### src/rtl/sprite_pkg.sv
// Shared definitions for the sprite-position fetcher: FSM states, memory layout
// of the six position words and default raster size.
package sprite_pkg;

    typedef enum logic [1:0] {
        ST_IDLE   = 2'd0,
        ST_FETCH  = 2'd1,
        ST_DRAIN  = 2'd2,
        ST_COMMIT = 2'd3
    } fetch_state_e;

    localparam int unsigned BASE_ADDR_DEFAULT = 6000;
    localparam int unsigned WORD_STRIDE       = 4;
    localparam int unsigned NUM_WORDS         = 6;

    localparam int unsigned MX_I  = 0;
    localparam int unsigned MY_I  = 1;
    localparam int unsigned P1X_I = 2;
    localparam int unsigned P1Y_I = 3;
    localparam int unsigned P2X_I = 4;
    localparam int unsigned P2Y_I = 5;

    localparam int unsigned H_RES_DEFAULT = 640;
    localparam int unsigned V_RES_DEFAULT = 480;

endpackage

### src/rtl/sprite_fetch_pos_clamp.sv
// Combinational clamp of one position word to the visible raster; X words are
// limited to H_RES-1 and Y words to V_RES-1, compared as unsigned values.
module pos_clamp #(
    parameter int WIDTH = 16,
    parameter int H_RES = 640,
    parameter int V_RES = 480
) (
    input  logic [WIDTH-1:0] value,
    input  logic             is_x,
    output logic [WIDTH-1:0] clamped
);

    localparam logic [WIDTH-1:0] X_MAX = WIDTH'(H_RES - 1);
    localparam logic [WIDTH-1:0] Y_MAX = WIDTH'(V_RES - 1);

    always_comb begin
        clamped = value;
        if (is_x && (value > X_MAX)) begin
            clamped = X_MAX;
        end else if (!is_x && (value > Y_MAX)) begin
            clamped = Y_MAX;
        end
    end

endmodule

### src/rtl/sprite_fetch.sv
// Frame-synchronous fetch of the six sprite positions from memory port A, with
// clamping on capture and an atomic commit to the renderer-facing registers.
module sprite_fetch
    import sprite_pkg::*;
#(
    parameter int WIDTH     = 16,
    parameter int BASE_ADDR = BASE_ADDR_DEFAULT,
    parameter int H_RES     = H_RES_DEFAULT,
    parameter int V_RES     = V_RES_DEFAULT
) (
    input  logic             clk,
    input  logic             reset,
    input  logic             frame_start,
    output logic [WIDTH-1:0] mem_addr,
    input  logic [WIDTH-1:0] mem_data,
    output logic [WIDTH-1:0] mx,
    output logic [WIDTH-1:0] my,
    output logic [WIDTH-1:0] p1x,
    output logic [WIDTH-1:0] p1y,
    output logic [WIDTH-1:0] p2x,
    output logic [WIDTH-1:0] p2y,
    output logic             busy,
    output logic             frame_ready,
    output logic             overrun
);

    localparam logic [WIDTH-1:0] BASE_W   = WIDTH'(BASE_ADDR);
    localparam logic [2:0]       LAST_IDX = 3'(NUM_WORDS - 1);

    fetch_state_e     state_q, state_d;
    logic [2:0]       idx_q, idx_d;
    logic             cap_vld_q, cap_vld_d;
    logic [2:0]       cap_idx_q, cap_idx_d;
    logic [WIDTH-1:0] work_q [NUM_WORDS];
    logic [WIDTH-1:0] work_d [NUM_WORDS];
    logic [WIDTH-1:0] mx_q, mx_d, my_q, my_d, p1x_q, p1x_d;
    logic [WIDTH-1:0] p1y_q, p1y_d, p2x_q, p2x_d, p2y_q, p2y_d;
    logic [WIDTH-1:0] mem_addr_q, mem_addr_d;
    logic             busy_q, busy_d;
    logic             frame_ready_q, frame_ready_d;
    logic             overrun_q, overrun_d;
    logic [WIDTH-1:0] clamp_val;

    pos_clamp #(
        .WIDTH (WIDTH),
        .H_RES (H_RES),
        .V_RES (V_RES)
    ) u_clamp (
        .value   (mem_data),
        .is_x    (~cap_idx_q[0]),
        .clamped (clamp_val)
    );

    always_comb begin
        state_d       = state_q;
        idx_d         = idx_q;
        cap_vld_d     = (state_q == ST_FETCH);
        cap_idx_d     = idx_q;
        work_d        = work_q;
        mx_d          = mx_q;
        my_d          = my_q;
        p1x_d         = p1x_q;
        p1y_d         = p1y_q;
        p2x_d         = p2x_q;
        p2y_d         = p2y_q;
        frame_ready_d = 1'b0;
        overrun_d     = overrun_q;

        // RAM data lags its address by one cycle, so capture uses the delayed index
        if (cap_vld_q) begin
            work_d[cap_idx_q] = clamp_val;
        end

        if (frame_start && (state_q != ST_IDLE)) begin
            overrun_d = 1'b1;
        end

        case (state_q)
            ST_IDLE: begin
                if (frame_start) begin
                    state_d = ST_FETCH;
                    idx_d   = 3'd0;
                end
            end
            ST_FETCH: begin
                if (idx_q == LAST_IDX) begin
                    state_d = ST_DRAIN;
                end else begin
                    idx_d = idx_q + 3'd1;
                end
            end
            ST_DRAIN: begin
                state_d = ST_COMMIT;
            end
            ST_COMMIT: begin
                mx_d          = work_q[MX_I];
                my_d          = work_q[MY_I];
                p1x_d         = work_q[P1X_I];
                p1y_d         = work_q[P1Y_I];
                p2x_d         = work_q[P2X_I];
                p2y_d         = work_q[P2Y_I];
                frame_ready_d = 1'b1;
                state_d       = ST_IDLE;
            end
            default: begin
                state_d = ST_IDLE;
            end
        endcase

        busy_d     = (state_d != ST_IDLE);
        mem_addr_d = (state_d == ST_FETCH)
                   ? BASE_W + WIDTH'(32'(idx_d) * WORD_STRIDE)
                   : BASE_W;
    end

    always_ff @(posedge clk or negedge reset) begin
        if (!reset) begin
            state_q       <= ST_IDLE;
            idx_q         <= '0;
            cap_vld_q     <= 1'b0;
            cap_idx_q     <= '0;
            for (int i = 0; i < NUM_WORDS; i++) begin
                work_q[i] <= '0;
            end
            mx_q          <= '0;
            my_q          <= '0;
            p1x_q         <= '0;
            p1y_q         <= '0;
            p2x_q         <= '0;
            p2y_q         <= '0;
            mem_addr_q    <= BASE_W;
            busy_q        <= 1'b0;
            frame_ready_q <= 1'b0;
            overrun_q     <= 1'b0;
        end else begin
            state_q       <= state_d;
            idx_q         <= idx_d;
            cap_vld_q     <= cap_vld_d;
            cap_idx_q     <= cap_idx_d;
            work_q        <= work_d;
            mx_q          <= mx_d;
            my_q          <= my_d;
            p1x_q         <= p1x_d;
            p1y_q         <= p1y_d;
            p2x_q         <= p2x_d;
            p2y_q         <= p2y_d;
            mem_addr_q    <= mem_addr_d;
            busy_q        <= busy_d;
            frame_ready_q <= frame_ready_d;
            overrun_q     <= overrun_d;
        end
    end

    assign mem_addr    = mem_addr_q;
    assign mx          = mx_q;
    assign my          = my_q;
    assign p1x         = p1x_q;
    assign p1y         = p1y_q;
    assign p2x         = p2x_q;
    assign p2y         = p2y_q;
    assign busy        = busy_q;
    assign frame_ready = frame_ready_q;
    assign overrun     = overrun_q;

endmodule
### config.mk
export PLATFORM = sky130hd
export DESIGN_NAME = sprite_fetch
export DESIGN_NICKNAME = d
export VERILOG_FILES = /design/src/rtl/sprite_pkg.sv /design/src/rtl/sprite_fetch_pos_clamp.sv /design/src/rtl/sprite_fetch.sv
export SDC_FILE = /design/constraint.sdc
export NUM_CORES = 1
export LEC_CHECK = 0
export ABC_AREA = 0
export BUFFER_PORTS_ARGS = -buffer_cell sky130_fd_sc_hd__buf_2
export CORE_MARGIN = 2
export CORE_UTILIZATION = 30
export DETAILED_ROUTE_END_ITERATION = 16
export GPL_TIMING_DRIVEN = 0
export PLACE_DENSITY = 0.5
export RECOVER_POWER = 100
export SYNTH_ARGS = -nofsm -noshare
export SYNTH_HDL_FRONTEND = slang
export SYNTH_SLANG_ARGS = --single-unit
### constraint.sdc
create_clock -name clk -period 2.05 [get_ports clk]
set_input_delay 0.3075 -clock clk [delete_from_list [all_inputs] [get_ports clk]]
set_output_delay 0.3075 -clock clk [all_outputs]
set_load 0.02 [all_outputs]
# ---- Word-level counts from Yosys, hierarchy flattened
# Cells that the tools add are included.
dict set report classes {
  mux 13
  order_cmp 4
  reduce_logical 7
  eq_ne 5
  bitwise 2
  add_sub_neg 2
}
# cell n
set op_table {}
lappend op_table {{$bwmux W96} 1}
lappend op_table {{$demux W16 S3} 1}
lappend op_table {{$mux W16} 3}
lappend op_table {{$gt A16 B10 Y1 const B} 1}
lappend op_table {{$gt A16 B9 Y1 const B} 1}
lappend op_table {{$add A13 B5 Y14 const A} 1}
lappend op_table {{$mux W14} 1}
lappend op_table {{$pmux W2 S4} 1}
lappend op_table {{$mux W3} 2}
lappend op_table {{$pmux W3 S2} 1}
lappend op_table {{$eq A2 B1 Y1 const B} 2}
lappend op_table {{$eq A2 B2 Y1 const B} 2}
lappend op_table {{$ge A4 B4 Y1 const B} 1}
lappend op_table {{$logic_and A1 B1 Y1} 4}
lappend op_table {{$lt A4 B1 Y1 const B} 1}
lappend op_table {{$mux W2} 2}
lappend op_table {{$not A3 Y4} 1}
lappend op_table {{$reduce_bool A2 Y1} 2}
lappend op_table {{$add A3 B1 Y3 const B} 1}
lappend op_table {{$eq A3 B3 Y1 const B} 1}
lappend op_table {{$logic_not A2 Y1} 1}
lappend op_table {{$mux W1} 1}
lappend op_table {{$not A1 Y1} 1}
dict set report word_totals {
  output_inout_bits 115
  register_bits 218
}

# ---- Logic depth before layout (Yosys ltp)
# Gate-level depths: netlist of the first run.
dict set report depth {
  ltp_word 6
  ltp_mapped 6
}

# ---- Modules after synthesis
# Synthesis of the first run repeated with hierarchy kept, for this count alone.
dict set report unflattened {
  hier_cells 510
  hier_area_um2 8145.3
}
# mod cells_each n_inst area_each_um2
set by_module_without_submodules {}
lappend by_module_without_submodules {sprite_fetch 478 1 7918.8}
lappend by_module_without_submodules {pos_clamp 32 1 226.5}

# ---- Worst setup path before layout of the first run
# Ideal clock, no wire load.
dict set report synth_timing {
  kind {input-to-reg}
  from {in mem_data[14]}
  to {reg work_q[16] (netlist bit)}
  n_path_buf 1
  arrival_time_ns 1.388
  slack_ns 0.524
  stages 4
  setup_time_ns 0.138
  path_cell_list {or4_4 -> nor3_4 -> buf_6 -> a31oi_1}
}
dict set report synth_between {
  elab_chain_len 5
}
# element line_no
set synth_rtl {}
lappend synth_rtl {{start, declared} sprite_fetch.sv:15} ;# input logic [WIDTH-1:0] mem_data,
lappend synth_rtl {{$gt A16 B9 Y1} sprite_fetch_pos_clamp.sv:20} ;# end else if (!is_x && (value > Y_MAX)) begin
lappend synth_rtl {{$logic_and A1 B1 Y1} sprite_fetch_pos_clamp.sv:20}
lappend synth_rtl {{$mux W16} sprite_fetch_pos_clamp.sv:20}
lappend synth_rtl {{$mux W16 (*)} sprite_fetch_pos_clamp.sv:18} ;# if (is_x && (value > X_MAX)) begin
lappend synth_rtl {{$bwmux W96 (*)} sprite_fetch.sv:71} ;# work_d[cap_idx_q] = clamp_val;
lappend synth_rtl {{end signal, assigned} sprite_fetch.sv:140} ;# work_q <= work_d;
lappend synth_rtl {{end, declared} sprite_fetch.sv:34} ;# logic [WIDTH-1:0] work_q [NUM_WORDS];
# Mark *: on every way between the ends. The rest lies on a longest branch, timed or not.
# A chain may end at the register's enable or synchronous reset.

# ---- Worst setup path after layout of the first run
dict set report layout_timing {
  from {reg cap_idx_q[0]}
  to {reg work_q[50] (netlist bit)}
}
dict set report layout_between {
  elab_chain_len 6
}
# element line_no
set layout_rtl {}
lappend layout_rtl {{start, declared} sprite_fetch.sv:33} ;# logic [2:0] cap_idx_q, cap_idx_d;
lappend layout_rtl {{start signal, assigned} sprite_fetch.sv:139} ;# cap_idx_q <= cap_idx_d;
lappend layout_rtl {{$not A3 Y4 (not written as such)} sprite_fetch.sv:71}
lappend layout_rtl {{$ge A4 B4 Y1 (not written as such) / $lt A4 B1 Y1 (equally long branches)} sprite_fetch.sv:71}
lappend layout_rtl {{$logic_and A1 B1 Y1 (not written as such)} sprite_fetch.sv:71}
lappend layout_rtl {{$mux W16 (not written as such)} sprite_fetch.sv:71}
lappend layout_rtl {{$demux W16 S3} sprite_fetch.sv:71}
lappend layout_rtl {{$bwmux W96 (*)} sprite_fetch.sv:71}
# Marks and branches as above.

==> results by group, run 1 <==
Outcome
  – Status: finished clean

Timing
  – # setup viols final: 0
  – Final worst-path cycle share: 89.8%
  – Worst path setup slack after routing: 0.209 ns
  – Max-slew violation count: 0
  – Final hold violations: 0
  – Slew HR: 45.0%
  – Clock skew: 0.00770 ns
  – Post-layout min period: 1.84 ns
  – Highest achievable clock rate: 543 MHz
  – Least-Margin Pin Slew: 0.818 ns
  – RSZ-0062 raised after global routing: false
  – Setup TNS: 0 ns

Placement
  – Global placement routability congestion: 0.738
  – Worst slack, placed: -0.0774 ns
  – Placed Instances: 1,081
  – IO Port Bufs: 120
  – Detailed Place HPWL: 12,800 µm

Job
  – Max Cap Violations: 0

Floorplanning
  – Initial Util: 30.6%
  – Die span in y: 167 µm
  – Boundary pin count: 134
  – CORE AREA: 26,100 µm²
  – Die Area: 27,900 µm²
  – Horiz. Die Dim: 167 µm
  – FP Rows: 59

Drt
  – # DRC: 0
  – DRT iter0 DRCs: 360
  – Vias per cell: 4.47
  – Final wirelength: 19,100 µm
  – Vias: 5,018
  – DR WL/cell: 17.0 µm
  – Post-DRT Antenna Nets: 0
  – Router iterations before antenna repair: 4

CTS
  – CTS buffer count: 24
  – H-Tree Depth: 1
  – Max Buffers Root-to-Sink: 3
  – Clock latency on the worst-skew pair: 0.51 ns
  – Clock transition at path regs: 0.06 ns
  – Clock Sink Count: 208
  – CTS tree: done
  – Post-CTS Setup Bufs: 0
  – Clk root buf: clkbuf_16

GRT
  – Gr usage total: 13.9%
  – Antenna violations before repair: 0
  – GRT Residual Overflow: 0
  – Vias in the first global route: 5,125
  – First-pass GRT wire length: 30,500 µm
  – Pin count of the biggest net entering global routing: 80

Synthesis
  – Synth Warn #: 0
  – Yosys cell types: 39
  – FF+latch count, synth: 208
  – Mapped Area: 7970 µm²
  – Syn Inst Count: 616
  – Syn Area/Cell: 12.9 µm²
  – Sequential fraction of the synthesis area: 65.3%

Worst setup path
  – CP Max Fanout: 10
  – CP endpoint kind: register
  – Largest stage delay, worst path: 0.43 ns
  – Critical path, cell by cell: buf_2 > o21a_1 > a21oi_2 > clkbuf_2 > a31oi_1
  – WP data required: 2.43 ns
  – Crit path max-delay cell type: a21oi_2
  – WP data arrival: 2.22 ns
  – Setup crit start kind: register
  – Kind of critical path: register to register

Power and ir drop
  – Maximum VDD drop: 0.000632 V
  – Pwr Density: 1310 nW/µm²
  – Leakage power: 4.09 nW

Cells and area
  – FF/Latch Area: 5210 µm²
  – Antenna cells: 0
  – Area Growth Syn to Fin: 21.8%
  – Nets: 792
  – Layout Cells excl Fill: 1,122
  – Layout fillers: 2,594
  – Layout cells sized above 1: 24.1%
  – Commonest non-fill, non-tap cells in the layout: 207 x dfrtp_1, 127 x clkbuf_1, 96 x mux2_2
  – Core Util, Final: 37.3%
  – Commonest non-fill, non-tap cell in the layout: dfrtp_1
  – Area occupied by multi-input gates: 2520 µm²

Min path
  – HP Class: primary input to register
## metrics by stage
step                power, mW  instance area (µm²)  hold WS (ns)
floorplan                7.60                 8000        0.0119
global route             13.5                 9710         0.104
finish                   12.7                 9710        0.0906
global placement         8.89                 9020         0.447
CTS                      13.1                 9840        0.0674
detailed placement       8.95                 9090         0.275
## cell families (layout without fill, tap and decap cells)
family,after synthesis,in the layout,synth area share (%)
flip-flops,208,208,65.3
AND/OR/NAND/NOR,181,181,11.5
multiplexers,97,97,13.7
AO/OA/AOI/OAI,72,72,5.37
buffers and inverters,54,217,3.72
adder cells (fa/ha/maj),2,2,0.314
other,2,10,0.0942
## state kept, by name (all words and copies together), names as in the netlist, 4 cells and up
signal and cells:
p1x 16, my 16, mem_addr 4, p2x 16, p2y 16, mx 16, work_q 96, p1y 16
## what timing repair did
item,CTS,global route
endpoints found under the hold margin,59,0
hold buffers,1,0
endpoints found under the setup margin,10,51
resized for setup,1,10
## routing by layer
metal,GRT usage [%],vias to the layer above,wire [µm]
met4,3.34,0,376
met2,21.2,118,8460
met5,0,-,0
li1,-,2401,-
met1,20.1,2472,9250
met3,3.11,27,1010
## worst max-delay path, delay by kind of cell, from the launching register on
family          cells  cell delay (ns)
compound gates      3             0.74
buf+inv             2             0.55
flops               1             0.42
## synth_stat cells
| library cell | number | area, µm² |
|---|---|---|
| a21o_1 | 1 | 7.51 |
| a21oi_1 | 9 | 45.0 |
| a21oi_2 | 1 | 8.76 |
| a22o_1 | 2 | 17.5 |
| a31oi_1 | 36 | 225 |
| a41o_1 | 1 | 10.0 |
| and2_1 | 40 | 250 |
| and4b_1 | 3 | 30.0 |
| buf_2 | 14 | 70.1 |
| buf_4 | 14 | 105 |
| buf_6 | 3 | 33.8 |
| clkbuf_1 | 18 | 67.6 |
| clkbuf_2 | 1 | 5.00 |
| conb_1 | 2 | 7.51 |
| dfrtp_1 | 207 | 5180 |
| dfstp_2 | 1 | 26.3 |
| ha_1 | 2 | 25.0 |
| inv_1 | 3 | 11.3 |
| inv_2 | 1 | 3.75 |
| mux2_2 | 97 | 1090 |
| nand2_1 | 26 | 97.6 |
| nand2_2 | 1 | 6.26 |
| nand2b_1 | 4 | 25.0 |
| nand3_1 | 2 | 10.0 |
| nand4_1 | 1 | 6.26 |
| nand4b_1 | 2 | 17.5 |
| nand4bb_1 | 3 | 33.8 |
| nor2_1 | 84 | 315 |
| nor3_1 | 6 | 30.0 |
| nor3_4 | 1 | 16.3 |
| nor4_1 | 1 | 6.26 |
| nor4b_2 | 1 | 15.0 |
| nor4bb_1 | 3 | 30.0 |
| o21a_1 | 1 | 7.51 |
| o21ai_0 | 20 | 100 |
| o22ai_1 | 1 | 6.26 |
| or3_1 | 1 | 6.26 |
| or4_4 | 1 | 11.3 |
| or4b_1 | 1 | 10.0 |
## power by group
part	total (mW)	leakage (nW)	internal (mW)	switching, mW
Sequential	5.26	2.42	4.82	0.439
Combinational	3.44	1.31	1.22	2.22
Clock	4.02	0.362	2.37	1.64
Total	12.7	4.09	8.41	4.30
## cell type report
class                   instances  share of cell area (%)
well taps                     335                    4.32
inverters                       4                   0.180
clock inverters                 5                   0.284
repair buffers                123                    5.44
clock buffers                  37                    7.32
multi-input cells             362                    26.0
flip-flops and latches        208                    53.6
plain buffers                  48                    2.85
## worst paths after layout
path                       slack [ns]    startpoint            to  cells past startpoint
min in group asynchronous        0.33         reset       p1x[12]                      2
hold / removal                   0.09   frame_start          busy                      3
hold reg to reg                  0.45  cap_idx_d[1]  cap_idx_q[1]                      0
setup reg to reg                 0.21  cap_idx_q[0]    work_q[50]                      5
setup / recovery                 0.21  cap_idx_q[0]    work_q[50]                      5
max in group asynchronous        0.34         reset       p2y[11]                      4
(Power assumes the default switching activity.)
==> run 2: changes to the inputs <==
--- a/config.mk
+++ b/config.mk
@@ -5,7 +5,7 @@
 export SDC_FILE = /design/constraint.sdc
 export NUM_CORES = 1
 export LEC_CHECK = 0
-export ABC_AREA = 0
+export ABC_AREA = 1
 export BUFFER_PORTS_ARGS = -buffer_cell sky130_fd_sc_hd__buf_2
 export CORE_MARGIN = 2
 export CORE_UTILIZATION = 30
==> results by group, run 2 <==
Worst setup path
  – CP endpoint kind: register
  – WP data arrival: 2.17 ns (-0.05 ns)
  – Largest stage delay, worst path: 0.39 ns (-0.04 ns)
  – WP data required: 2.45 ns (+0.02 ns)
  – Crit path max-delay cell type: dfrtp_1
  – Kind of critical path: register to register
  – Critical path, cell by cell: nand2_1 > clkinv_1 > clkbuf_1 > nand2_1 > nand2_1
  – Crit path top cell by count: nand2_1
  – CP Max Fanout: 10 (unchanged)
  – Setup crit start kind: register

CTS
  – H-Tree Depth: 1 (unchanged)
  – Post-CTS Setup Bufs: 0 (unchanged)
  – CTS buffer count: 24 (unchanged)
  – CTS resizes: 0 (-1)
  – Max Buffers Root-to-Sink: 3 (unchanged)
  – Clock latency on the worst-skew pair: 0.51 ns (about the same)
  – Clk root buf: clkbuf_16
  – Clock Sink Count: 208 (unchanged)
  – CTS tree: done
  – Hold buffer count at cts: 2 (+1)
  – Clock transition at path regs: 0.06 ns (about the same)

Timing
  – RSZ-0062 raised after global routing: false
  – Max-slew violation count: 0 (unchanged)
  – # setup viols final: 0 (unchanged)
  – Final worst-path cycle share: 86.2% (-3.6 points)
  – Hold WS: 0.269 ns (+0.178 ns)
  – Highest achievable clock rate: 566 MHz (+4.1%)
  – Clock skew: 0.0129 ns (+0.00524 ns)
  – Post-layout min period: 1.77 ns (-0.0733 ns)
  – Final hold violations: 0 (unchanged)
  – Least-Margin Pin Slew: 0.863 ns (+0.0445 ns)
  – Slew HR: 42.5% (-2.5 points)
  – Setup TNS: 0 ns (unchanged)

Cells and area
  – Max FFs per register: 96 (unchanged)
  – Most flops, register: work_q
  – Layout cells sized above 1: 9.67% (-14 points)
  – Area Growth Syn to Fin: 23.3%
  – Antenna cells: 0 (unchanged)
  – Layout Cells excl Fill: 1,359 (+21%)
  – Core Util, Final: 37.5% (+0.28 points)
  – Final instance area: 9730 µm² (+0.19%)
  – Nets: 1,027 (+30%)
  – Layout fillers: 2,725 (+5.1%)
  – Commonest non-fill, non-tap cell in the layout: nand2_1
  – Commonest non-fill, non-tap cells in the layout: 375 x nand2_1, 207 x dfrtp_1, 124 x clkbuf_1

Drt
  – # DRC: 0 (unchanged)
  – Vias per cell: 4.22 (-5.7%)
  – DRT iter0 DRCs: 310 (-14%)
  – Final wirelength: 19,800 µm (+3.9%)
  – Vias: 5,732 (+14%)
  – DR WL/cell: 14.6 µm (-14%)
  – Post-DRT Antenna Nets: 0 (unchanged)
  – Router iterations before antenna repair: 4 (unchanged)

Placement
  – Global placement routability congestion: 0.761 (+3.0%)
  – Placed Instances: 1,313 (+21%)
  – Detailed Place HPWL: 13,000 µm (+1.5%)
  – Placed cell areas: 8990 µm² (-1.0%)
  – IO Port Bufs: 123 (+2.5%)

Floorplanning
  – Horiz. Die Dim: 166 µm (-0.50%)
  – Boundary pin count: 134 (unchanged)
  – CORE AREA: 25,900 µm² (-0.57%)
  – Die Area: 27,600 µm² (-1.0%)
  – Initial Util: 30.5% (-0.14 points)
  – Die span in y: 166 µm (-0.50%)
  – FP Rows: 59 (unchanged)

Synthesis
  – FF+latch count, synth: 208 (unchanged)
  – Async set-or-reset flop fraction in the synthesized netlist: 100% (unchanged)
  – Syn Area/Cell: 9.33 µm² (-28%)
  – Yosys top cell by area: dfrtp_1
  – Count leader, synth: nand2_1
  – Synth area leaders: dfrtp_1 66%, nand2_1 18%, inv_1 3.3%
  – Ys flop type: dfrtp_1
  – Yosys cell types: 26 (-33%)
  – Area share of the largest cell type after synthesis: 65.6% (+0.67 points)
  – Sequential fraction of the synthesis area: 66.0% (+0.67 points)
  – Syn Inst Count: 846 (+37%)
  – Number of synthesized flops with an enable pin: 0 (unchanged)
  – Most frequent cells after synthesis: 375 x nand2_1, 207 x dfrtp_1, 69 x inv_1, 49 x nor2_1, 46 x o21ai_0
  – Mapped Area: 7890 µm² (-1.0%)
  – Synth Warn #: 0 (unchanged)

GRT
  – GRT Residual Overflow: 0 (unchanged)
  – Antenna violations before repair: 0 (unchanged)
  – Pin count of the biggest net entering global routing: 115 (+44%)
  – First-pass GRT wire length: 31,700 µm (+4.1%)
  – Gr usage total: 14.3% (+0.47 points)
  – Vias in the first global route: 5,656 (+10%)

Min path
  – HP Class: primary input to register

Power and ir drop
  – Pwr Density: 1570 nW/µm² (+20%)
  – Maximum VDD drop: 0.000659 V (+4.3%)
  – Leakage power: 4.92 nW (+20%)

Job
  – Max Cap Violations: 0 (unchanged)

Outcome
  – Status: finished clean
[run 2: cell types whose count changed after synthesis, moves of 35 or more]
cell	before	now
nor2_1	84	49
and2_1	40	0
mux2_2	97	0
inv_1	3	69
a31oi_1	36	0
nand2_1	26	375
[run 2: worst max-delay path, delay by kind of cell, from the launching register on]
family        cells  cell delay [ns]
simple gates      3             0.58
flops             1             0.39
buf+inv           2             0.69
[run 2: worst paths after layout]
check,startpoint,end,slack (ns),cells after the start
max in group asynchronous,reset,p2y[7],0.59,3
setup / recovery,state_q[0],p1x[7],0.28,5
setup reg to reg,state_q[0],p1x[7],0.28,5
hold / removal,mem_data[0],work_q[80],0.27,5
hold reg to reg,cap_idx_d[1],cap_idx_q[1],0.42,0
min in group asynchronous,reset,work_q[14],0.47,2
[run 2: cells by family after synthesis]
kind of cell,share of synthesized area [%]
compound gates,3.55
fa+ha+maj,0.317
buf+inv,6.72
flops,66.0
other cells,0.0952
simple gates,23.3
[run 2: layout make-up]
| class | count | area, µm² | share of cell area [%] |
|---|---|---|---|
| sequential | 208 | 5210 | 53.5 |
| clock inverter | 12 | 163 | 1.67 |
| buffer | 43 | 235 | 2.42 |
| clock buffer | 32 | 712 | 7.32 |
| multi-input combinational | 528 | 2170 | 22.3 |
| inverter | 75 | 282 | 2.89 |
| timing repair buffer | 126 | 542 | 5.57 |
| tap | 335 | 419 | 4.31 |
[run 2: metrics by stage]
step | setup WS [ns] | total power [mW]
final | 0.282 | 15.3
after detailed placement | 0.176 | 11.0
after CTS | 0.212 | 15.8
after floorplan | 0.812 | 9.19
after global routing | 0.0449 | 16.3
after global placement | -3.10 | 10.9
[run 2: layer usage]
| metal | part of all wire, % | up-vias | track usage, % |
|---|---|---|---|
| met5 | 0 | - | 0 |
| met4 | 1.9 | 0 | 3.71 |
| met3 | 4.8 | 30 | 2.67 |
| met2 | 45 | 107 | 22.5 |
| met1 | 49 | 2731 | 20.5 |
| li1 | - | 2864 | - |
[run 2: where the power goes]
group,total [mW],internal [mW],switching (mW)
Clock,4.65,2.93,1.71
Combinational,4.59,1.29,3.29
Sequential,6.04,5.36,0.676
Total,15.3,9.59,5.68
